`src/rtl/pipe_pkg.sv`:
```
// Shared types for the issue front-end: instruction layout, field widths and
// function encodings.
package pipe_pkg;

  localparam int REG_W   = 4;
  localparam int FUNC_W  = 4;
  localparam int ADDR_W  = 8;
  localparam int INSTR_W = 24;

  typedef enum logic [FUNC_W-1:0] {
    FN_ADD = 4'd0,
    FN_SUB = 4'd1,
    FN_MUL = 4'd2,
    FN_SLA = 4'd11
  } func_e;

  typedef struct packed {
    logic [FUNC_W-1:0] func;
    logic [REG_W-1:0]  rd;
    logic [REG_W-1:0]  rs1;
    logic [REG_W-1:0]  rs2;
    logic [ADDR_W-1:0] addr;
  } instr_t;

endpackage

```
`src/rtl/pipe_instr_fifo.sv`:
```
// Synchronous instruction FIFO with flush and a combinational head output.
// Pointers wrap explicitly so DEPTH need not be a power of two.
module pipe_instr_fifo
  import pipe_pkg::*;
#(
  parameter  int DEPTH = 4,
  localparam int CNT_W = $clog2(DEPTH+1),
  localparam int PTR_W = $clog2(DEPTH)
) (
  input  logic             clk_i,
  input  logic             rst_i,
  input  logic             push_i,
  input  instr_t           data_i,
  input  logic             pop_i,
  input  logic             flush_i,
  output logic             full_o,
  output logic             empty_o,
  output logic [CNT_W-1:0] count_o,
  output instr_t           head_o
);

  instr_t           mem_q [DEPTH];
  logic [PTR_W-1:0] wr_ptr_q, wr_ptr_d, rd_ptr_q, rd_ptr_d;
  logic [CNT_W-1:0] count_q, count_d;
  logic             do_push, do_pop;

  function automatic logic [PTR_W-1:0] ptr_inc(input logic [PTR_W-1:0] p);
    return (p == PTR_W'(DEPTH-1)) ? '0 : p + 1'b1;
  endfunction

  assign full_o  = (count_q == CNT_W'(DEPTH));
  assign empty_o = (count_q == '0);
  assign count_o = count_q;
  assign head_o  = mem_q[rd_ptr_q];

  // flush wins over any same-edge push or pop
  assign do_push = push_i && !full_o  && !flush_i;
  assign do_pop  = pop_i  && !empty_o && !flush_i;

  always_comb begin
    wr_ptr_d = wr_ptr_q;
    rd_ptr_d = rd_ptr_q;
    count_d  = count_q;
    if (flush_i) begin
      wr_ptr_d = '0;
      rd_ptr_d = '0;
      count_d  = '0;
    end else begin
      if (do_push) wr_ptr_d = ptr_inc(wr_ptr_q);
      if (do_pop)  rd_ptr_d = ptr_inc(rd_ptr_q);
      case ({do_push, do_pop})
        2'b10:   count_d = count_q + 1'b1;
        2'b01:   count_d = count_q - 1'b1;
        default: count_d = count_q;
      endcase
    end
  end

  always_ff @(posedge clk_i) begin
    if (rst_i) begin
      wr_ptr_q <= '0;
      rd_ptr_q <= '0;
      count_q  <= '0;
    end else begin
      wr_ptr_q <= wr_ptr_d;
      rd_ptr_q <= rd_ptr_d;
      count_q  <= count_d;
    end
  end

  always_ff @(posedge clk_i) begin
    if (do_push) mem_q[wr_ptr_q] <= data_i;
  end

endmodule

```
`src/rtl/pipe_issue_unit.sv`:
```
// Issue stage: buffers instructions, holds back RAW-dependent heads with a
// WB_LAT-1 deep destination scoreboard, and issues at most one per cycle.
module pipe_issue_unit
  import pipe_pkg::*;
#(
  parameter int DEPTH  = 4,
  parameter int WB_LAT = 3
) (
  input  logic                       clk1,
  input  logic                       rst,
  input  logic                       in_valid,
  output logic                       in_ready,
  input  logic [INSTR_W-1:0]         in_instr,
  input  logic                       flush,
  output logic                       issue_valid,
  output logic [FUNC_W-1:0]          func,
  output logic [REG_W-1:0]           rd,
  output logic [REG_W-1:0]           rs1,
  output logic [REG_W-1:0]           rs2,
  output logic [ADDR_W-1:0]          addr,
  output logic [$clog2(DEPTH+1)-1:0] fifo_count,
  output logic [15:0]                stall_cnt
);

  localparam int SB_N = WB_LAT - 1;

  instr_t head;
  logic   full, empty, hazard, issue, stall_ev;

  logic [SB_N-1:0]            sb_vld_q, sb_vld_d;
  logic [SB_N-1:0][REG_W-1:0] sb_rd_q,  sb_rd_d;
  logic                       iv_q;
  instr_t                     iss_q, iss_d;
  logic [15:0]                stall_q, stall_d;

  // ready is forced low during reset so nothing is taken while rst is held
  assign in_ready = !full && !rst;

  pipe_instr_fifo #(.DEPTH(DEPTH)) u_fifo (
    .clk_i   (clk1),
    .rst_i   (rst),
    .push_i  (in_valid && in_ready),
    .data_i  (instr_t'(in_instr)),
    .pop_i   (issue),
    .flush_i (flush),
    .full_o  (full),
    .empty_o (empty),
    .count_o (fifo_count),
    .head_o  (head)
  );

  always_comb begin
    hazard = 1'b0;
    for (int i = 0; i < SB_N; i++)
      if (sb_vld_q[i] && (sb_rd_q[i] == head.rs1 || sb_rd_q[i] == head.rs2)) hazard = 1'b1;
  end

  assign issue    = !empty && !hazard && !flush;
  assign stall_ev = !empty &&  hazard && !flush;

  // scoreboard keeps shifting through flush: issued work still retires
  always_comb begin
    sb_vld_d = sb_vld_q;
    sb_rd_d  = sb_rd_q;
    for (int i = SB_N-1; i > 0; i--) begin
      sb_vld_d[i] = sb_vld_q[i-1];
      sb_rd_d[i]  = sb_rd_q[i-1];
    end
    sb_vld_d[0] = issue;
    sb_rd_d[0]  = head.rd;
  end

  always_comb begin
    iss_d   = issue ? head : iss_q;
    stall_d = (stall_ev && stall_q != 16'hFFFF) ? stall_q + 16'd1 : stall_q;
  end

  always_ff @(posedge clk1) begin
    if (rst) begin
      sb_vld_q <= '0;
      sb_rd_q  <= '0;
      iv_q     <= 1'b0;
      iss_q    <= '0;
      stall_q  <= '0;
    end else begin
      sb_vld_q <= sb_vld_d;
      sb_rd_q  <= sb_rd_d;
      iv_q     <= issue;
      iss_q    <= iss_d;
      stall_q  <= stall_d;
    end
  end

  assign issue_valid = iv_q;
  assign func        = iss_q.func;
  assign rd          = iss_q.rd;
  assign rs1         = iss_q.rs1;
  assign rs2         = iss_q.rs2;
  assign addr        = iss_q.addr;
  assign stall_cnt   = stall_q;

endmodule

```
`config.mk`:
```
export PLATFORM = sky130hd
export DESIGN_NAME = pipe_issue_unit
export DESIGN_NICKNAME = d
export VERILOG_FILES = /design/src/rtl/pipe_pkg.sv /design/src/rtl/pipe_instr_fifo.sv /design/src/rtl/pipe_issue_unit.sv
export SDC_FILE = /design/constraint.sdc
export NUM_CORES = 1
export LEC_CHECK = 0
export ABC_AREA = 1
export BUFFER_PORTS_ARGS = -buffer_cell sky130_fd_sc_hd__buf_2
export CAP_MARGIN = 10
export CELL_PAD_IN_SITES_DETAIL_PLACEMENT = 0
export CELL_PAD_IN_SITES_GLOBAL_PLACEMENT = 2
export CORE_MARGIN = 2
export CORE_UTILIZATION = 30
export CTS_CLUSTER_SIZE = 10
export DETAILED_ROUTE_END_ITERATION = 7
export PLACE_DENSITY_LB_ADDON = 0.1
export SLEW_MARGIN = 10
export SYNTH_ARGS = -nofsm -noshare
export SYNTH_HDL_FRONTEND = slang
export SYNTH_SLANG_ARGS = --single-unit
```
`constraint.sdc`:
```
create_clock -name clk1 -period 3.3 [get_ports clk1]
set_input_delay 0.165 -clock clk1 [delete_from_list [all_inputs] [get_ports clk1]]
set_output_delay 0.165 -clock clk1 [all_outputs]
set_load 0.02 [all_outputs]
```
Yosys cells after proc, flatten, opt, wreduce, memory -nomap -nowiden
Memory sizes are Yosys's and may differ from the RTL's. A register that Yosys moved wholly into a read port is not among the register bits.
Index checks and enable logic that the tools add are counted.
Widths: inputs -> output; s select.
- flip-flop bits (word level): 58
- bits in writable memories: 96
- logic and storage cells: 61
- bits of input ports: 28
- memories kept: 1
- muxes and demuxes: 9
- equality and inequality tests: 10
- $add $sub $neg: 5
- reductions and logical operators: 23
- memory list (memory ; words ; bits a word ; rd ports ; clocked after Yosys merged registers in ; wr ports ; line ; source):
    u_fifo.mem_q ; 4 ; 24 ; 1 ; 1 ; 1 ; pipe_instr_fifo.sv:22 ; instr_t mem_q [DEPTH];
- operators by type and width (kind ; count):
    $add 16x1->16 const B ; 1
    $eq 4x4->1 ; 4
    $ne 16x16->1 const B ; 1
    $logic_and 1x1->1 ; 13
    $mux 2 ; 4
    $eq 2x2->1 const B ; 3
    $pmux 3 s2 ; 1
    $logic_not 1->1 ; 5
    $add 2x1->2 const B ; 2
    $mux 1 ; 4
    $add 3x1->3 const B ; 1
    $eq 3x3->1 const B ; 1
    $logic_not 3->1 ; 1
    $sub 3x1->3 const B ; 1
    $eq 2x1->1 const B ; 1
    $logic_or 1x1->1 ; 2
    $reduce_bool 2->1 ; 1
    $reduce_or 2->1 ; 1

Depth between registers and ports, before layout
Gate-level depths: netlist (run 1).
- word-level depth: 12
- mapped depth: 22

Hierarchy
From an unflattened synthesis (run 1), not the netlist that was laid out.
- cell total of the unflattened synthesis: 738
- area, all modules: 6832.8 µm²
- modules (own cells, without submodules) (module ; instances ; area each (µm²) ; cells each ; seq. area each (µm²)):
    pipe_instr_fifo ; 1 ; 4252.8 ; 309 ; 3062.9
    pipe_issue_unit ; 1 ; 2580.0 ; 429 ; 1001.0

Least setup slack after synthesis (run 1)
No wires, ideal clock.
- path kind: register to register
- from: register u_fifo.count_q[1], in the netlist u_fifo.count_o[1]
- to: memory u_fifo.mem_q[0][0] (netlist bit) (enable)
- buffers on the path: 0
- cell stages (with the launch flop): 5
- data required time: 2.895 ns
- clock period less this slack: 2.881 ns
- arrival time: 2.476 ns
- path slack: 0.419 ns
- cells stage by stage: dfxtp_1 > inv_1 > a31oi_1 > nand3b_1 > nor2_1
- word-level cells in the longest chain between the ends: 8
- RTL lines (item ; line ; source):
    start: declaration ; pipe_instr_fifo.sv:24 ; logic [CNT_W-1:0] count_q, count_d;
    start signal: assignment ; pipe_instr_fifo.sv:67 ; count_q <= count_d;
    $eq 3x3->1 ; pipe_instr_fifo.sv:31 ; assign full_o = (count_q == CNT_W'(DEPTH));
    $logic_not 1->1 ; pipe_issue_unit.sv:37 ; assign in_ready = !full && !rst;
    $logic_and 1x1->1 ; pipe_issue_unit.sv:37 ;
    via in_ready ; pipe_issue_unit.sv:12 ; output logic in_ready,
    $logic_and 1x1->1 ; pipe_issue_unit.sv:42 ; .push_i (in_valid && in_ready),
    $logic_and 1x1->1 (2 in a row) ; pipe_instr_fifo.sv:37 ; assign do_push = push_i && !full_o && !flush_i;
    $mux 1 ; pipe_instr_fifo.sv:72 ; if (do_push) mem_q[wr_ptr_q] <= data_i;
    $mux 1 (not written as such) ; pipe_instr_fifo.sv:72 ;
    end: declaration ; pipe_instr_fifo.sv:22 ;
The timed path passes the listed nets, and every way through them passes these cells.

==> results of run 1 <==
[cells in the final DEF (no fill, tap or decap), drive strengths merged, types with 3 or more instances in the layout]
cell	n
inv	42
xor2	6
o21ai	23
dfxtp	59
nand2	178
ha	7
xnor2	7
nand3	52
edfxtp	96
dlygate4sd3	24
a32o	13
a32oi	3
nor2	43
nand4	16
a21oi	50
nor3	3
buf	87
clkbuf	19
[power breakdown]
| part | internal (mW) | total (mW) | leakage (nW) | switching [mW] |
|---|---|---|---|---|
| Clock | 1.14 | 1.97 | 0.281 | 0.832 |
| Sequential | 2.08 | 2.09 | 1.34 | 0.0102 |
| Combinational | 0.0655 | 0.169 | 1.55 | 0.103 |
| Total | 3.28 | 4.23 | 3.18 | 0.946 |
[final cells by class]
class | count | share of cell area (%)
Clock inverter | 13 | 1.93
Tap cell | 275 | 4.31
Timing Repair Buffer | 111 | 8.99
Inverter | 34 | 1.66
Clock buffer | 19 | 5.43
Sequential cell | 155 | 51.0
Multi-Input combinational cell | 408 | 26.7
[how the worst min path moves through the flow]
stage | startpoint | slack, ns | endpoint
final | flush | 0.09 | u_fifo.count_o[2]$_SDFFE_PP0P_
after global routing | flush | 0.08 | u_fifo.count_o[2]$_SDFFE_PP0P_
after CTS | flush | 0.08 | u_fifo.count_o[2]$_SDFFE_PP0P_
after detailed placement | in_instr[6] | 0.38 | u_fifo.mem_q[2][6]$_DFFE_PP_
after global placement | in_instr[6] | 0.38 | u_fifo.mem_q[1][6]$_DFFE_PP_
after floorplan | in_instr[0] | 0.26 | u_fifo.mem_q[0][0]$_DFFE_PP_
[state kept, by name (all words and copies together) (netlist names), named ones only]
| register | cells |
|---|---|
| u_fifo.wr_ptr_q | 2 |
| rd | 4 |
| sb_rd_d | 4 |
| rs2 | 4 |
| u_fifo.mem_q | 96 |
| sb_vld_q | 2 |
| func | 4 |
| u_fifo.rd_ptr_q | 2 |
| addr | 8 |
| u_fifo.count_o | 3 |
| stall_cnt | 16 |
| sb_rd_q | 4 |
| rs1 | 4 |
[worst min-delay path, delay by kind of cell]
family | cells | cell delay [ns]
AOI/OAI and AO/OA | 2 | 0.12
buffers and inverters | 1 | 0.10
and+or+nand+nor | 1 | 0.07
[logic make-up (layout without fill, tap and decap cells)]
| logic type | after synthesis | in the layout | synth area share, % |
|---|---|---|---|
| compound gates | 92 | 92 | 8.89 |
| xor+xnor | 13 | 13 | 1.76 |
| fa+ha+maj | 8 | 8 | 1.66 |
| simple gates | 295 | 295 | 20.4 |
| flops | 155 | 155 | 62.7 |
| buf+inv | 62 | 177 | 4.63 |
[per-stage QoR]
stage	hold slack [ns]	setup WS, ns	area, um2	std cells
after floorplan	0.264	0.419	6480	625
after global placement	0.378	0.272	7140	959
after detailed placement	0.381	0.287	7140	959
after CTS	0.0762	0.256	7970	1015
after global routing	0.0816	0.0338	7980	1015
final	0.0872	0.328	7980	1015
[per-layer routing]
layer  up-vias  GRT usage (%)  share of wire, %
li1       2364              -                 -
met1      2247           19.9                48
met2        87           25.4                48
met3         7           3.67               3.3
met4         0           3.41              0.89
met5         -              0                 0
[timing repair]
item	in CTS	in global routing
setup endpoints to repair	0	1
setup buffers	0	0
resized for setup	0	1
hold buffers	24	0
hold endpoints to repair	96	0
==> results.txt, run 1 <==
Status: finished clean
Max-cap violations: 0
Fmax: 336 MHz
H-tree depth: 4
Tot Pwr: 4.23 mW
Grt ovf: 0
Top FF cell, synth: edfxtp_1
Finished Core Util: 37.8%
Slowest cell on crit path: dfxtp_1
Hpwl dp: 11.1 mm
RSZ-0062 raised after global routing: no
# setup viols final: 0
Average size of a mapped cell: 10.4 um2
DRC viols: 0
Yosys reg bits: 155
FF-to-FF End: u_fifo.count_o[2]$_SDFFE_PP0P_
Worst EP arrival: 3.32 ns
Worst Path Max Fanout: 16
# rows: 53
GPL Wtd Cong: 0.735
Critical path required time: 3.65 ns
Critical Path End Type: register
Worst vdd ir: 0.000348 V
Die Y: 151 um
WP buf/inv: 4
Footprint of the multi-input gates: 2130 um2
Asr flop ratio synth: 0%
Post-synth top area share: 44.5%
Tot GR Track Use: 15.1%
Period Utilization, post-route: 90.1%
Synth Instances: 625
Largest net degree at the start of global routing: 38
Worst Reg-to-Reg Cells: 19
Reg2Reg Setup Slack: 0.33 ns
Total routed wirelength: 16.5 mm
Top-count cell post-synth: nand2_1
CTS tree: yes
Initial antenna violation count: 0
Rel. slew slack: 55.7%
# clock sinks: 155
Via Count: 4705
Crit-path cells: inv_4, nand3_1, nand2_1, nand2_1, nand2_1, nand2_1, inv_1, nand2_1, nand2_1, nand2_2, nand3_4, inv_4, ha_1, inv_1, fa_1, a21oi_1, o21a_1, o21ai_0, a21oi_1
CTS clk-pin slew, worst paths: 0.06 ns
Max Slew Vio Count: 0
Final clock skew: 0.0114 ns
Drt first pass iters: 6
Net Count, Synth: 661
Most frequent cell on the critical path: nand2_1
Skew-Pair Late Insertion Delay: 0.42 ns
FILL cells: 2126
Hold depth: 4
Number of nets still failing antenna checks after routing: 0
Post-Syn Area: 6480 um2
First-pass GRT wire length: 25.9 mm
Root Buffer: clkbuf_16
Vias in the first global route: 4575
Final min period: 2.97 ns
Post-synthesis sequential area ratio: 62.7%
Synth cell count leaders: 173 x nand2_1, 96 x edfxtp_1, 59 x dfxtp_1, 50 x a21oi_1, 43 x nor2_1
Number of synthesized flops with an enable pin: 96
Yosys top cell by area: edfxtp_1
Crit-path leading delay family: simple AND/OR/NAND/NOR gates
Hold violation count in the final report: 0
Antenna diodes: 0
Power per cell area: 530 nW/um2
I/O Pins: 73
Largest stage delay on the critical path: 0.62 ns
Clock Path Buffers: 2
Starting Density: 30.8%
Post-Route Setup TNS: 0 ns
# nets final: 763
Die Span X: 151 um
Tightest Pin Transition: 0.662 ns
Core box area: 21100 um2
Worst Setup EP: u_fifo.count_o[2]$_SDFFE_PP0P_
Largest cells by area after synthesis: edfxtp_1 44%, dfxtp_1 18%, nand2_1 10%
Share of cells above drive strength 1: 20.3%
CTS buffer count: 17
Unique masters post-synth: 33
I/O Buffers: 72
Area Growth Syn to Fin: 23.0%
Routed WL per cell: 16.3 um
Synthesis Warnings: 0
DR vias/cell: 4.64
P_leak: 3.18 nW
Reg area: 4060 um2
Die area: 22800 um2
Initial DRC count: 201
Startpoint types: register
Number of cells on the critical path: 19
Hold Path Class: in2reg
Crit path kind: reg2reg
Note: power is estimated with default switching activity, not from simulation.
==> run 2: changes to the inputs <==
--- a/config.mk
+++ b/config.mk
@@ -5,9 +5,8 @@
 export SDC_FILE = /design/constraint.sdc
 export NUM_CORES = 1
 export LEC_CHECK = 0
-export ABC_AREA = 1
 export BUFFER_PORTS_ARGS = -buffer_cell sky130_fd_sc_hd__buf_2
-export CAP_MARGIN = 10
+export CAP_MARGIN = 20
 export CELL_PAD_IN_SITES_DETAIL_PLACEMENT = 0
 export CELL_PAD_IN_SITES_GLOBAL_PLACEMENT = 2
 export CORE_MARGIN = 2
==> run 2 against run 1 <==
Clock power shrank 6%. Wire length fell by 21%. Die area down 5.7%. Global-route usage decreased by 2.4 points. Sequential share of layout area grew 1.9 points. Via count down 24%. Largest power group unchanged.
==> results.txt, run 2 <==
Area Growth Syn to Fin: 26.0%
Number of synthesized flops with an enable pin: 96
FILL cells: 1879
Worst hold start: in_valid
I/O Buffers: 72
Met3 Use GR: 3.31%
Fmax: 326 MHz
Routed WL per cell: 16.4 um
Max-cap violations: 0
Antenna diodes: 0
Commonest non-fill, non-tap cells in the layout: 96 x edfxtp_1, 72 x buf_2, 58 x dfxtp_1, 40 x nor2_1, 27 x mux2i_1
I/O Pins: 73
P_leak: 2.69 nW
DR vias/cell: 4.48
Rel. slew slack: 45.6%
FF-to-FF End: u_fifo.count_o[2]$_SDFFE_PP0P_
Met1 usage: 17.0%
First-pass GRT wire length: 20.7 mm
GR met2 Demand/Resource: 20.3%
Post-DP Area: 6860 um2
Most common cell after layout, fill and taps aside: edfxtp_1
Tot GR Track Use: 12.7%
Tightest Pin Transition: 0.816 ns
Die Span X: 147 um
Critical Path End Type: register
# rows: 52
Hold depth: 3
Largest net degree at the start of global routing: 54
# clock sinks: 155
Hold Path Class: in2reg
Grt ovf: 0
Power per cell area: 532 nW/um2
Period Utilization, post-route: 93.0%
Unique masters post-synth: 38
Drt first pass iters: 4
Synth cell count leaders: 96 x edfxtp_1, 59 x dfxtp_1, 40 x nor2_1, 27 x mux2i_1, 17 x xnor2_1
Root Buffer: clkbuf_16
Worst vdd ir: 0.000375 V
# setup viols final: 0
Clock Path Buffers: 2
Crit path kind: reg2reg
Synthesis Warnings: 0
H-tree depth: 4
CTS tree: yes
Core box area: 20100 um2
Total routed wirelength: 13.1 mm
Top-count cell post-synth: edfxtp_1
Critical path required time: 3.64 ns
Final clock skew: 0.0119 ns
Die Y: 147 um
Initial antenna violation count: 0
Average size of a mapped cell: 15.3 um2
Startpoint types: register
Max Slew Vio Count: 0
Post-synth top area share: 47.2%
Reg2Reg Setup Slack: 0.23 ns
Hpwl dp: 8.55 mm
Largest stage delay on the critical path: 0.55 ns
# nets final: 552
Asr flop ratio synth: 0%
Via Count: 3576
Hold violation count in the final report: 0
RSZ-0062 raised after global routing: no
Slowest cell on crit path: mux4_2
Largest register FFs: 96
Yosys top cell by area: edfxtp_1
Post-synthesis sequential area ratio: 66.5%
CTS buffer count: 17
Worst EP arrival: 3.41 ns
Status: finished clean
Top FF cell, synth: edfxtp_1
Starting Density: 30.4%
Tot Pwr: 4.09 mW
Post-Syn Area: 6110 um2
Worst Reg-to-Reg Cells: 12
End of the worst hold path: u_fifo.wr_ptr_q[1]$_SDFFE_PP0P_
Design Area, Final: 7700 um2
Share of cells above drive strength 1: 28.0%
Die area: 21500 um2
Crit-path cells: buf_12, mux4_2, xnor2_1, nand4_1, nand2_1, a2111oi_4, ha_4, inv_1, fa_2, xor2_1, or3_1, a21oi_1
Worst Path Max Fanout: 6
Initial DRC count: 112
GPL Wtd Cong: 0.728
Synth Instances: 400
Yosys reg bits: 155
Largest cells by area after synthesis: edfxtp_1 47%, dfxtp_1 19%, mux4_2 5.5%
Most Crowded Layer GR: met2
Biggest register: u_fifo.mem_q
Vias in the first global route: 3663
Net Count, Synth: 436
Number of nets still failing antenna checks after routing: 0
Final min period: 3.07 ns
CTS clk-pin slew, worst paths: 0.06 ns
DRC viols: 0
Skew-Pair Late Insertion Delay: 0.42 ns
==> run 2: timing repair <==
action,CTS,global route
setup buffers,0,2
gates cloned,0,0
hold buffers,24,0
pin swaps,0,2
setup endpoints to repair,1,1
resized for setup,1,3
endpoints found under the hold margin,96,0
==> run 2: metal layers <==
metal  wire [um]  share of wire [%]
met2        6180                 47
met5           0                  0
met4         190                1.4
met3         444                3.4
met1        6290                 48
==> run 2: power breakdown <==
| part | switching [mW] | internal (mW) | leakage, nW |
|---|---|---|---|
| sequential | 0.0113 | 2.08 | 1.35 |
| combinational | 0.0823 | 0.0740 | 1.06 |
| clock | 0.805 | 1.05 | 0.287 |
| total | 0.899 | 3.19 | 2.69 |
==> run 2: how the worst max path moves through the flow <==
stage | startpoint | end | slack (ns) | cells past startpoint
floorplan | register | u_fifo.count_o[2]$_SDFFE_PP0P_ | -0.01 | 15
global placement | register | u_fifo.count_o[2]$_SDFFE_PP0P_ | 0.005 | 11
detailed placement | register | u_fifo.count_o[2]$_SDFFE_PP0P_ | -0.08 | 11
CTS | register | u_fifo.count_o[2]$_SDFFE_PP0P_ | 0.03 | 11
global route | register | u_fifo.count_o[2]$_SDFFE_PP0P_ | 0.01 | 12
finish | register | u_fifo.count_o[2]$_SDFFE_PP0P_ | 0.23 | 12
==> run 2: area by class of cell <==
class | count | area, um2 | share of cell area, %
timing repair buffer | 114 | 773 | 10.0
clock inverter | 13 | 105 | 1.37
tap | 270 | 338 | 4.39
clock buffer | 19 | 464 | 6.03
inverter | 6 | 22.5 | 0.293
multi-input combinational | 222 | 1930 | 25.0
sequential | 155 | 4070 | 52.8
==> run 2: critical path: cells and delay by family (launching register included) <==
family	cells	cell delay, ns
muxes	1	0.55
and+or+nand+nor	3	0.54
adders and majority gates	2	0.52
AOI/OAI and AO/OA	2	0.51
DFF	1	0.38
xor gates and xnor gates	2	0.30
buffers and inverters	2	0.18
==> run 2: stage by stage <==
step / setup slack [ns] / setup TNS, ns / util (%) / hold slack (ns) / cells
floorplan: -0.0105 / -0.0105 / - / 0.264 / 400
global placement: 0.00497 / 0 / 34.1 / 0.377 / 741
detailed placement: -0.0831 / -0.0831 / 34.1 / 0.383 / 741
CTS: 0.0320 / 0 / 38.1 / 0.00624 / 797
global route: 0.0119 / 0 / 38.3 / 0.0201 / 799
finish: 0.232 / 0 / 38.3 / 0.0315 / 799
==> run 2: logic make-up after synthesis <==
group / count (synthesis) / share of synthesized area (%)
flip-flops: 155 / 66.5
AND/OR/NAND/NOR: 107 / 8.83
buffers and inverters: 23 / 2.27
AO/OA/AOI/OAI: 33 / 3.42
multiplexers: 52 / 14.0
XOR/XNOR: 22 / 3.16
adder cells (fa/ha/maj): 8 / 1.76
